## src/rtl/serial_frame_pkg.sv

```systemverilog
// Shared types and constants for the serial frame receiver.
// Frame layout: start(1), DATA_W data bits LSB first, parity, stop(0).
package serial_frame_pkg;

  typedef enum logic [2:0] {
    IDLE     = 3'd0,
    START    = 3'd1,
    DATA     = 3'd2,
    PARITY   = 3'd3,
    STOP     = 3'd4,
    WAIT_LOW = 3'd5
  } rx_state_e;

  typedef enum logic {
    EVEN = 1'b0,
    ODD  = 1'b1
  } parity_mode_e;

  localparam parity_mode_e PARITY_MODE = EVEN;

  // Serial bit periods per frame: start + data + parity + stop.
  function automatic int unsigned frame_bits(input int unsigned data_w);
    return data_w + 32'd3;
  endfunction

endpackage

```

## src/rtl/bit_tick_gen.sv

```systemverilog
// Loadable down-counter producing a one-cycle tick when a loaded interval expires.
// A load value of N-1 yields the tick N cycles after the loading edge.
module bit_tick_gen #(
  parameter int CW = 2
) (
  input  logic          clk,
  input  logic          rst_n,
  input  logic          load,
  input  logic [CW-1:0] load_val,
  output logic          tick
);

  logic [CW-1:0] cnt_r;
  logic          run_r;

  // Count down after a load; a load on the tick edge restarts the interval.
  always_ff @(posedge clk or negedge rst_n) begin
    if (!rst_n) begin
      cnt_r <= '0;
      run_r <= 1'b0;
    end else if (load) begin
      cnt_r <= load_val;
      run_r <= 1'b1;
    end else if (run_r) begin
      if (cnt_r == '0) begin
        run_r <= 1'b0;
      end else begin
        cnt_r <= cnt_r - CW'(1);
      end
    end else begin
      cnt_r <= cnt_r;
    end
  end

  assign tick = run_r && (cnt_r == '0);

endmodule

```

## src/rtl/serial_frame_rx.sv

```systemverilog
// Receiver for framed words on a single registered serial line (idle level 0).
// Samples mid-bit after a half-bit start check; strobes rx_valid once per complete frame.
module serial_frame_rx
  import serial_frame_pkg::*;
#(
  parameter int DATA_W       = 8,
  parameter int CLKS_PER_BIT = 4
) (
  input  logic              clk,
  input  logic              rst_n,
  input  logic              serial_in,
  output logic [DATA_W-1:0] rx_data,
  output logic              rx_valid,
  output logic              rx_par_err,
  output logic              rx_frm_err,
  output logic              busy
);

  localparam int CW  = $clog2(CLKS_PER_BIT);
  localparam int BCW = (DATA_W > 1) ? $clog2(DATA_W) : 1;
  localparam logic [CW-1:0]  HALF_LOAD = CW'(CLKS_PER_BIT / 2 - 1);
  localparam logic [CW-1:0]  BIT_LOAD  = CW'(CLKS_PER_BIT - 1);
  localparam logic [BCW-1:0] LAST_BIT  = BCW'(DATA_W - 1);

  function automatic logic par_err_f(input logic [DATA_W-1:0] d, input logic p);
    return (^{d, p}) ^ logic'(PARITY_MODE);
  endfunction

  rx_state_e         state_r;
  logic              si_q_r;
  logic [BCW-1:0]    bit_cnt_r;
  logic [DATA_W-1:0] shift_r;
  logic              par_bit_r;
  logic [DATA_W-1:0] rx_data_r;
  logic              rx_valid_r;
  logic              rx_par_err_r;
  logic              rx_frm_err_r;
  logic              busy_r;
  logic              load_s;
  logic [CW-1:0]     load_val_s;
  logic              tick_s;

  bit_tick_gen #(.CW(CW)) u_tick (
    .clk      (clk),
    .rst_n    (rst_n),
    .load     (load_s),
    .load_val (load_val_s),
    .tick     (tick_s)
  );

  // Counter reloads must land on the same edge as the state change they time.
  always_comb begin
    load_s     = 1'b0;
    load_val_s = BIT_LOAD;
    case (state_r)
      IDLE: begin
        if (si_q_r) begin
          load_s     = 1'b1;
          load_val_s = HALF_LOAD;
        end else begin
          load_s = 1'b0;
        end
      end
      START: begin
        if (tick_s && si_q_r) begin
          load_s = 1'b1;
        end else begin
          load_s = 1'b0;
        end
      end
      DATA, PARITY: begin
        if (tick_s) begin
          load_s = 1'b1;
        end else begin
          load_s = 1'b0;
        end
      end
      default: load_s = 1'b0;
    endcase
  end

  // Receive FSM with input register, shift register and registered outputs.
  always_ff @(posedge clk or negedge rst_n) begin
    if (!rst_n) begin
      state_r      <= IDLE;
      si_q_r       <= 1'b0;
      bit_cnt_r    <= '0;
      shift_r      <= '0;
      par_bit_r    <= 1'b0;
      rx_data_r    <= '0;
      rx_valid_r   <= 1'b0;
      rx_par_err_r <= 1'b0;
      rx_frm_err_r <= 1'b0;
      busy_r       <= 1'b0;
    end else begin
      si_q_r     <= serial_in;
      rx_valid_r <= 1'b0;
      case (state_r)
        IDLE: begin
          if (si_q_r) begin
            state_r <= START;
            busy_r  <= 1'b1;
          end else begin
            busy_r <= 1'b0;
          end
        end
        START: begin
          if (tick_s) begin
            if (si_q_r) begin
              state_r   <= DATA;
              bit_cnt_r <= '0;
            end else begin
              state_r <= IDLE;
              busy_r  <= 1'b0;
            end
          end
        end
        DATA: begin
          if (tick_s) begin
            shift_r[bit_cnt_r] <= si_q_r;
            if (bit_cnt_r == LAST_BIT) begin
              state_r <= PARITY;
            end else begin
              bit_cnt_r <= bit_cnt_r + BCW'(1);
            end
          end
        end
        PARITY: begin
          if (tick_s) begin
            par_bit_r <= si_q_r;
            state_r   <= STOP;
          end
        end
        STOP: begin
          if (tick_s) begin
            rx_data_r    <= shift_r;
            rx_par_err_r <= par_err_f(shift_r, par_bit_r);
            rx_frm_err_r <= si_q_r;
            rx_valid_r   <= 1'b1;
            if (si_q_r) begin
              state_r <= WAIT_LOW;
            end else begin
              state_r <= IDLE;
              busy_r  <= 1'b0;
            end
          end
        end
        WAIT_LOW: begin
          // A line stuck high must not be mistaken for a fresh start bit.
          if (!si_q_r) begin
            state_r <= IDLE;
            busy_r  <= 1'b0;
          end
        end
        default: begin
          state_r <= IDLE;
          busy_r  <= 1'b0;
        end
      endcase
    end
  end

  assign rx_data    = rx_data_r;
  assign rx_valid   = rx_valid_r;
  assign rx_par_err = rx_par_err_r;
  assign rx_frm_err = rx_frm_err_r;
  assign busy       = busy_r;

endmodule

```

## config.mk

```make
export PLATFORM = sky130hd
export DESIGN_NAME = serial_frame_rx
export DESIGN_NICKNAME = d
export VERILOG_FILES = /design/src/rtl/serial_frame_pkg.sv /design/src/rtl/bit_tick_gen.sv /design/src/rtl/serial_frame_rx.sv
export SDC_FILE = /design/constraint.sdc
export NUM_CORES = 1
export LEC_CHECK = 0
export BUFFER_PORTS_ARGS = -buffer_cell sky130_fd_sc_hd__buf_2
export CAP_MARGIN = 10
export CORE_MARGIN = 1
export CORE_UTILIZATION = 46
export CTS_CLUSTER_SIZE = 24
export DETAILED_ROUTE_END_ITERATION = 12
export SYNTH_ARGS = -nofsm -noshare
export SYNTH_HDL_FRONTEND = slang
export SYNTH_SLANG_ARGS = --single-unit
```

## constraint.sdc

```tcl
create_clock -name clk -period 4.7 [get_ports clk]
set_input_delay 0.705 -clock clk [delete_from_list [all_inputs] [get_ports clk]]
set_output_delay 0.705 -clock clk [all_outputs]
set_load 0.05 [all_outputs]
```

; ---- Word level (Yosys, flattened, before mapping)
; Cells that the tools add are included.
[classes]
add_sub_neg = 2
mul = 0
div_mod_pow = 0
order_cmp = 2
n_eq_ne = 17
shifts = 0
muxes = 34
bitwise = 1
reduce_logical = 17
[ops]
columns = op, count
row1 = 3-bit two-way mux, 12
row2 = 2-bit != test (second input constant), 10
row3 = 3-bit case mux with 6 select lines, 1
row4 = 2-bit two-way mux, 6
row5 = 1-bit two-way mux, 10
row6 = 2-bit AND reduction, 5
row7 = 3-bit == test (second input constant), 3
row8 = 9-bit XOR reduction, 1
row9 = 8-bit bitwise mux, 1
row10 = 7-bit AND reduction, 1
row11 = 3-bit by 2-bit == test with 1-bit output (second input constant), 2
row12 = 3-bit case mux with 2 select lines, 1
row13 = 5-bit AND reduction, 1
row14 = 3-bit by 4-bit < comparator with 1-bit output (second input constant), 1
row15 = 1-bit case mux with 4 select lines, 1
row16 = 2-bit nonzero test, 2
row17 = 2-bit OR reduction, 2
row18 = 3-bit by 1-bit adder with 3-bit output (second input constant), 1
row19 = 1-bit demux with 3-bit select, 1
row20 = 3-bit by 1-bit == test with 1-bit output (second input constant), 1
row21 = 3-bit by 1-bit greater-or-equal comparator with 1-bit output (second input constant), 1
row22 = 1-bit logical AND, 3
row23 = 3-bit zero test, 1
row24 = 1-bit case mux with 3 select lines, 1
row25 = 4 further kinds, 4
[word_totals]
regBits = 31
latch_bits = 0
ram_bits = 0
mem_bits_ro = 0
mem_count = 0

; ---- Longest topological paths before layout
; Gate-level depths: netlist of run 1.
[depth]
ltp_word = 7
mapped_depth = 8
ltp_nobuf = 6

; ---- By module
; Synthesis of run 1 repeated with hierarchy kept, for this count alone.
[hier_totals]
cells_unflattened = 128
hier_area_um2 = 1535.2
[modules_own_cells]
columns = module, n_inst, cells_per_inst, area_each_um2, seq_area_each_um2
row1 = serial_frame_rx, 1, 112, 1365.1, 700.7
row2 = bit_tick_gen, 1, 16, 170.2, 75.1

; ---- Least setup slack after synthesis of run 1
; OpenSTA, ideal clock, no wires.
[synth_timing]
kind = reg-to-reg
start = reg bit_cnt_r[1]
end = reg bit_cnt_r[0]
setup_time_ns = 0.128
arrival_ns = 1.538
t_required_ns = 4.572
slack_ns = 3.035
stages_incl_launch_ff = 7
path_buffers = 0
synth_period_minus_slack_ns = 1.665
path_cell_list = dfrtp_1 ha_1 ha_1 nor3b_1 a21oi_1 nor3_4 mux2_1
[synth_between]
elab_chain_len = 3
[synth_rtl]
columns = item, line
row1 = "start, declared", serial_frame_rx.sv:31  ; logic [BCW-1:0] bit_cnt_r;
row2 = "start signal, assigned", serial_frame_rx.sv:124  ; bit_cnt_r <= bit_cnt_r + BCW'(1);
row3 = 3-bit == test, serial_frame_rx.sv:121  ; if (bit_cnt_r == LAST_BIT) begin
row4 = 2-bit != test (no source line), --
row5 = 5-bit AND reduction (no source line), --
; Every way passes these cells.
; A chain may end at the register's enable or synchronous reset.

; ---- Final worst setup path of run 1
[layout_timing]
start = reg u_tick.cnt_r[0]
end = reg rx_data_r[4] (netlist: rx_data[4])
[layout_between]
elab_chain_len = 3
[layout_rtl]
columns = item, line
row1 = "start, declared", bit_tick_gen.sv:13  ; logic [CW-1:0] cnt_r;
row2 = "start signal, assigned", bit_tick_gen.sv:22  ; cnt_r <= load_val;
row3 = "start signal, assigned", bit_tick_gen.sv:28  ; cnt_r <= cnt_r - CW'(1);
row4 = "start signal, assigned", bit_tick_gen.sv:31  ; cnt_r <= cnt_r;
row5 = 2-bit zero test, bit_tick_gen.sv:35  ; assign tick = run_r && (cnt_r == '0);
row6 = 1-bit logical AND, bit_tick_gen.sv:35
row7 = 2-bit AND reduction (no source line), --
row8 = "end signal, assigned", serial_frame_rx.sv:136  ; rx_data_r <= shift_r;
row9 = "end, declared", serial_frame_rx.sv:34  ; logic [DATA_W-1:0] rx_data_r;
; Every way passes these cells.

==> run_results.csv, run 1 <==
group,metric,value,unit
routing,wire_per_inst,14.1,microns
placed_design,preCtsSetupSlack,2.81,ns
clock_tree,clock_latency,0.32,ns
global_route,grt_pass1_wl,4580,microns
sta,worst_pin_slew,0.699,ns
global_route,grt_pass1_vias,973,
clock_tree,clkTransAtPathRegs,0.09,ns
logic_synthesis,yosysMostFrequentCell,"dfrtp_1",
routing,via_per_inst,5.41,
power_and_ir_drop,total_power,0.813,mW
sta,fin_tns_setup,0,ns
status,outcome,"completed",
global_route,grt-ovfl-total,0,
sta,hold_viol,0,
logic_synthesis,synth_flop_cell,"dfrtp_1",
cells_and_area,layout-drive-gt1-share,25.2,%
cells_and_area,fin_nets,153,
critical_path,cp-end-kind,"flop",
logic_synthesis,syn_avg_cell_area,12.0,sq um
logic_synthesis,netlist_instances,132,
routing,vias,1034,
routing,m1WireLength,1330,microns
power_and_ir_drop,powerDensity,472,mW/mm^2
die,core-area,0.00315,sq mm
global_route,antenna_found_initial,0,
logic_synthesis,synth_common_cells,"31 x dfrtp_1, 11 x mux2_1, 8 x mux2_4, 8 x nand2_1, 8 x nor2_1",
cells_and_area,area_growth,9.11,%
global_route,grtUsageTotal,17.8,%
logic_synthesis,netlist.top_cell.by_area,"dfrtp_1",
cells_and_area,instances_no_fill,191,
clock_tree,cts_buffer_depth,2,
placed_design,globalplace.congestion,0.759,
power_and_ir_drop,peakVddDrop,0.000216,V
routing,wl_met2,1230,microns
routing,drt_wl_total,2700,microns
logic_synthesis,synth_top_family_by_area,"multiplexers",
critical_path,path_max_fanout,12,
routing,wl_met3,116,microns
run,maxCapViolCount,0,
critical_path,crit_arrival,2.09,ns
sta,fin_worst_skew,0.00413,ns
clock_tree,cts_tree,"yes",
global_route,grt_max_degree,32,
power_and_ir_drop,power_leakage,0.887,nW
routing,final_antenna_net_count,0,
sta,setup_viol,0,
die,num_io_pins,15,
logic_synthesis,synth_fa_ha_area_share,2.38,%
logic_synthesis,synth_top_cell_area_share,49.1,%
logic_synthesis,synth_mux_area_share,16.7,%
logic_synthesis,netlist_area,0.00158,sq mm
die,fp.dieH,60.6,microns
critical_path,cp_slowest_cell,"mux2_1",
cells_and_area,final_util,54.6,%
critical_path,reg2reg_slack,2.82,ns
logic_synthesis,syn-num-nets,138,
clock_tree,numCtsBuffers,5,
clock_tree,root_buffer,"clkbuf_4",
clock_tree,cts_resized,0,
critical_path,setup.worst_path.class,"reg2reg",
routing,route.detailed.drc,0,
die,start_util,50.1,%
logic_synthesis,synth_xor_area_share,5.31,%
critical_path,critical_path.cell_chain,"inv_1 -> ha_1 -> and2_1 -> nand3_2 -> mux2_1",
critical_path,critPathLaunchType,"flop",
clock_tree,post_cts_buffers,0,
routing,drt_iter0_markers,37,
cells_and_area,diodes,0,
logic_synthesis,yosysUniqueCellTypes,44,
routing,first_pass_iters,4,
sta,rsz0062_at_grt,"no",
sta,setup_ws,2.82,ns
logic_synthesis,ys_seq_area_share,49.1,%
logic_synthesis,synth_compound_area_share,6.89,%
clock_tree,hold_buffers,0,
clock_tree,cts_max_level,2,
clock_tree,clkSinkCount,31,
logic_synthesis,synth_edf_count,0,
die,die_area,0.00367,sq mm
logic_synthesis,synthSimpleGateAreaFrac,15.8,%
placed_design,place.detailed.hpwl,1880,microns
critical_path,crit_required,4.91,ns
sta,min_period,1.88,ns
die,die_x,60.6,microns
routing,top_layer,"met4",
logic_synthesis,synth_seq_cells,31,
die,std_cell_rows,20,
logic_synthesis,ys_top_cells_by_area,"dfrtp_1 49%, mux2_1 7.8%, mux2_4 7.6%, xnor2_1 2.8%, ha_1 2.4%",
critical_path,max_stage_delay,0.44,ns
sta,max_slew_margin,53.4,%
logic_synthesis,yosysWarnings,0,
sta,fmax,531,MHz
min_path,worst_hold_path_type,"in2async",
logic_synthesis,async_flop_share,100,%
placed_design,portBuffers,14,
sta,drv_slew,0,
sta,min_period_over_period,40.1,%
placed_design,dp.cells,184,
[layout by cell type (no fill, tap or decap), drive strengths merged, types with 2 or more instances in the layout]
master  synthesis  layout
a21oi           6       6
buf             5      14
clkbuf          1       6
dfrtp          31      31
ha              3       3
inv             6       6
mux2           19      19
mux2i           2       2
nand2           9       9
nand2b          2       2
nand3           4       4
nand4           2       2
nor2            8       8
nor2b           3       3
nor3            3       3
nor3b           4       4
o21ai           3       3
xnor2           5       5
xor2            2       2
[sequential cells by signal, indices dropped and copies added, names as in the netlist]
name	flops
bit_cnt_r	3
rx_valid	1
u_tick.run_r	1
si_q_r	1
u_tick.cnt_r	2
rx_data	8
rx_par_err	1
par_bit_r	1
busy	1
rx_frm_err	1
shift_r	8
state_r	3
[layer usage]
| metal | GRT usage (%) | vias to the layer above |
|---|---|---|
| met5 | 0 | - |
| li1 | - | 498 |
| met2 | 27.2 | 22 |
| met4 | 9.09 | 0 |
| met1 | 22.6 | 512 |
| met3 | 5.97 | 2 |
[area by class of cell]
| class | count | area (sq um) |
|---|---|---|
| fill | 295 | 1430 |
| clock inverter | 1 | 5.00 |
| timing repair buffer | 14 | 70.1 |
| tap | 44 | 55.1 |
| sequential | 31 | 776 |
| multi-input combinational | 89 | 743 |
| inverter | 6 | 22.5 |
| clock buffer | 6 | 51.3 |
[where the power goes]
| group | internal, mW | switching, mW |
|---|---|---|
| sequential | 0.313 | 0.0648 |
| clock | 0.0693 | 0.0868 |
| combinational | 0.118 | 0.162 |
[cells by family after synthesis]
logic type | count (synthesis)
simple gates | 40
flops | 31
mux | 21
compound gates | 17
buf+inv | 12
xor+xnor | 8
fa+ha+maj | 3
[final timing paths]
path / from / end / depth (start not counted)
max: u_tick.cnt_r[0]$_DFFE_PN0P_ / rx_data[4]$_DFFE_PN0P_ / 5
min: rst_n / si_q_r$_DFF_PN0_ / 1
max reg2reg: u_tick.cnt_r[0]$_DFFE_PN0P_ / rx_data[4]$_DFFE_PN0P_ / 5
min reg2reg: rx_par_err$_DFFE_PN0P_ / rx_par_err$_DFFE_PN0P_ / 2
max in group asynchronous: rst_n / shift_r[4]$_DFFE_PN0P_ / 1
min in group clk: rx_par_err$_DFFE_PN0P_ / rx_par_err$_DFFE_PN0P_ / 2
[stage by stage]
stage | hold WS (ns) | instance area (sq um)
2_1_floorplan | 0.409 | 1580
3_3_place_gp | 0.462 | 1670
3_5_place_dp | 0.471 | 1670
4_1_cts | 0.431 | 1720
5_1_grt | 0.442 | 1720
6_report | 0.421 | 1720
[worst max-delay path, delay by kind of cell, from the launching register on]
kind	cells	cell delay [ns]
adders and majority gates	1	0.20
buffers and inverters	1	0.10
DFF	1	0.37
muxes	1	0.44
and+or+nand+nor	2	0.66
Note: power is estimated with default switching activity, not from simulation.
==> inputs of run 2 (changes only) <==
--- a/config.mk
+++ b/config.mk
@@ -5,6 +5,7 @@
 export SDC_FILE = /design/constraint.sdc
 export NUM_CORES = 1
 export LEC_CHECK = 0
+export ABC_AREA = 1
 export BUFFER_PORTS_ARGS = -buffer_cell sky130_fd_sc_hd__buf_2
 export CAP_MARGIN = 10
 export CORE_MARGIN = 1
==> constraint.sdc (replaced) <==
create_clock -name clk -period 1.75 [get_ports clk]
set_input_delay 0.2625 -clock clk [delete_from_list [all_inputs] [get_ports clk]]
set_output_delay 0.2625 -clock clk [all_outputs]
set_load 0.05 [all_outputs]
==> run_results.csv, run 2 <==
group,metric,value,unit
logic_synthesis,synth_common_cells,"74 x nand2_1, 31 x dfrtp_1, 19 x inv_1",
die,start_util,48.4,%
placed_design,globalplace.congestion,0.831,
clock_tree,cts_buffer_depth,2,
clock_tree,clkTransAtPathRegs,0.10,ns
routing,via_per_inst,4.82,
critical_path,worstReg2RegStart,"u_tick.cnt_r[0]$_DFFE_PN0P_",
logic_synthesis,yosysWarnings,0,
logic_synthesis,yosysUniqueCellTypes,30,
status,outcome,"completed",
sta,worst_pin_slew,0.661,ns
clock_tree,root_buffer,"clkbuf_4",
placed_design,place_area,0.00177,sq mm
sta,setup_viol,0,
cells_and_area,layout_common_cells,"74 x nand2_1, 31 x dfrtp_1, 19 x inv_1, 16 x nor2_1, 14 x buf_2",
power_and_ir_drop,peakVddDrop,0.000624,V
logic_synthesis,synth_top_cell_area_share,47.3,%
routing,drt_wl_total,2950,microns
placed_design,place.detailed.hpwl,2210,microns
run,maxCapViolCount,0,
critical_path,r2r_cells,8,
die,std_cell_rows,21,
sta,setup_ws,0.178,ns
critical_path,critPathLaunchType,"flop",
die,die_area,0.00381,sq mm
critical_path,cp-startpoint,"u_tick.cnt_r[0]$_DFFE_PN0P_",
routing,final_antenna_net_count,0,
routing,wire_per_inst,10.6,microns
sta,min_period,1.57,ns
power_and_ir_drop,power_leakage,0.975,nW
power_and_ir_drop,powerDensity,1440,mW/mm^2
cells_and_area,final_cell_area,0.00187,sq mm
logic_synthesis,synth_seq_cells,31,
sta,min_period_over_period,89.8,%
clock_tree,clock_latency,0.33,ns
routing,first_pass_iters,4,
logic_synthesis,yosysMostFrequentCell,"nand2_1",
logic_synthesis,netlist.top_cell.by_area,"dfrtp_1",
critical_path,path_max_fanout,22,
logic_synthesis,synth_edf_count,0,
die,fp.dieH,61.7,microns
sta,fin_tns_setup,0,ns
critical_path,setup.worst_path.class,"reg2reg",
cells_and_area,area_growth,14.2,%
global_route,antenna_found_initial,0,
sta,hold_viol,0,
global_route,grt_pass1_wl,4880,microns
critical_path,crit_arrival,1.78,ns
cells_and_area,regArea,776,sq um
cells_and_area,multi_input_area,758,sq um
placed_design,dp.cells,269,
global_route,grtUsageTotal,18.1,%
logic_synthesis,async_flop_share,100,%
min_path,worst_hold_path_type,"in2async",
global_route,grt_pass1_vias,1156,
clock_tree,clkSinkCount,31,
die,die_x,61.7,microns
die,core-area,0.00339,sq mm
power_and_ir_drop,total_power,2.69,mW
cells_and_area,nFillCells,320,
cells_and_area,final_common_cell,"nand2_1",
logic_synthesis,netlist_area,0.00164,sq mm
cells_and_area,fin_nets,238,
global_route,grt_max_degree,32,
logic_synthesis,syn-num-nets,216,
logic_synthesis,netlist_instances,210,
critical_path,crit_required,1.96,ns
clock_tree,cts_tree,"yes",
die,num_io_pins,15,
sta,fin_worst_skew,0.00800,ns
cells_and_area,final_util,55.3,%
logic_synthesis,ys_seq_area_share,47.3,%
clock_tree,numCtsBuffers,5,
clock_tree,cts_max_level,2,
cells_and_area,diodes,0,
placed_design,portBuffers,14,
sta,fin_hold_ws,0.484,ns
placed_design,preCtsSetupSlack,0.189,ns
routing,route.detailed.drc,0,
sta,rsz0062_at_grt,"no",
routing,vias,1345,
cells_and_area,instances_no_fill,279,
critical_path,cp-end-kind,"flop",
cells_and_area,layout-drive-gt1-share,19.3,%
routing,drt_iter0_markers,40,
sta,drv_slew,0,
logic_synthesis,syn_avg_cell_area,7.82,sq um
logic_synthesis,ys_top_cells_by_area,"dfrtp_1 47%, nand2_1 17%, inv_1 4.3%, o21ai_0 3.7%, nor2_1 3.7%",
sta,fmax,636,MHz
sta,max_slew_margin,55.9,%
global_route,grt-ovfl-total,0,
logic_synthesis,synth_flop_cell,"dfrtp_1",
run 2: cell count changes in the layout (fill, tap and decap cells not counted), sizes merged, moves of 3 or more:
cell   delta
inv      +16
mux2     -19
nand2    +71
nand3     +8
nor2     +12
nor2b     -3
nor3b     -4
o21ai    +15
xnor2     -5
run 2: what timing repair did:
action | in CTS | in global routing
hold endpoints to repair | 31 | 1
setup buffers | 0 | 0
gates resized for setup | 0 | 0
hold buffers | 1 | 1
run 2: logic make-up (layout without fill, tap and decap cells):
family                     Yosys count  in the layout  synth area share (%)
buffers and inverters               26             49                  6.55
and+or+nand+nor                    120            120                  33.6
AOI/OAI and AO/OA                   30             30                  10.3
DFF                                 31             31                  47.3
adders and majority gates            3              3                  2.29
run 2: routing by layer:
| metal | wire, microns | vias to the layer above | global-route usage (%) | part of all wire (%) |
|---|---|---|---|---|
| met2 | 1370 | 21 | 28.4 | 46 |
| met5 | 0 | - | 0 | 0 |
| li1 | - | 718 | - | - |
| met3 | 78 | 4 | 6.83 | 2.6 |
| met4 | 36 | 0 | 6.67 | 1.2 |
| met1 | 1470 | 602 | 22.9 | 50 |
run 2: worst paths after layout:
| path | endpoint | slack (ns) |
|---|---|---|
| max | rx_par_err$_DFFE_PN0P_ | 0.18 |
| min | rx_valid$_DFF_PN0_ | 0.48 |
| max reg2reg | rx_par_err$_DFFE_PN0P_ | 0.18 |
| min reg2reg | rx_data[5]$_DFFE_PN0P_ | 0.49 |
| max in group asynchronous | shift_r[2]$_DFFE_PN0P_ | 0.83 |
| min in group clk | rx_data[5]$_DFFE_PN0P_ | 0.49 |
run 2: cell type report:
class                           instances  share of cell area [%]
Multi-Input combinational cell        153                    40.5
Inverter                               23                    4.87
Clock inverter                          2                    1.87
Timing Repair Buffer                   18                    5.61
Tap cell                               46                    3.07
Clock buffer                            6                    2.74
Sequential cell                        31                    41.4
run 2: power by group:
group | internal [mW] | switching, mW
registers | 0.868 | 0.149
clock network | 0.337 | 0.246
logic | 0.374 | 0.718
total | 1.58 | 1.11
run 2: worst max-delay path: stages, from the launching register on:
cell	delay, ns
dfrtp_1	0.36
inv_1	0.06
ha_1	0.22
nand2_2	0.17
clkinv_4	0.12
nand2_2	0.29
nor2_1	0.07
nand3_1	0.09
nand3_1	0.08
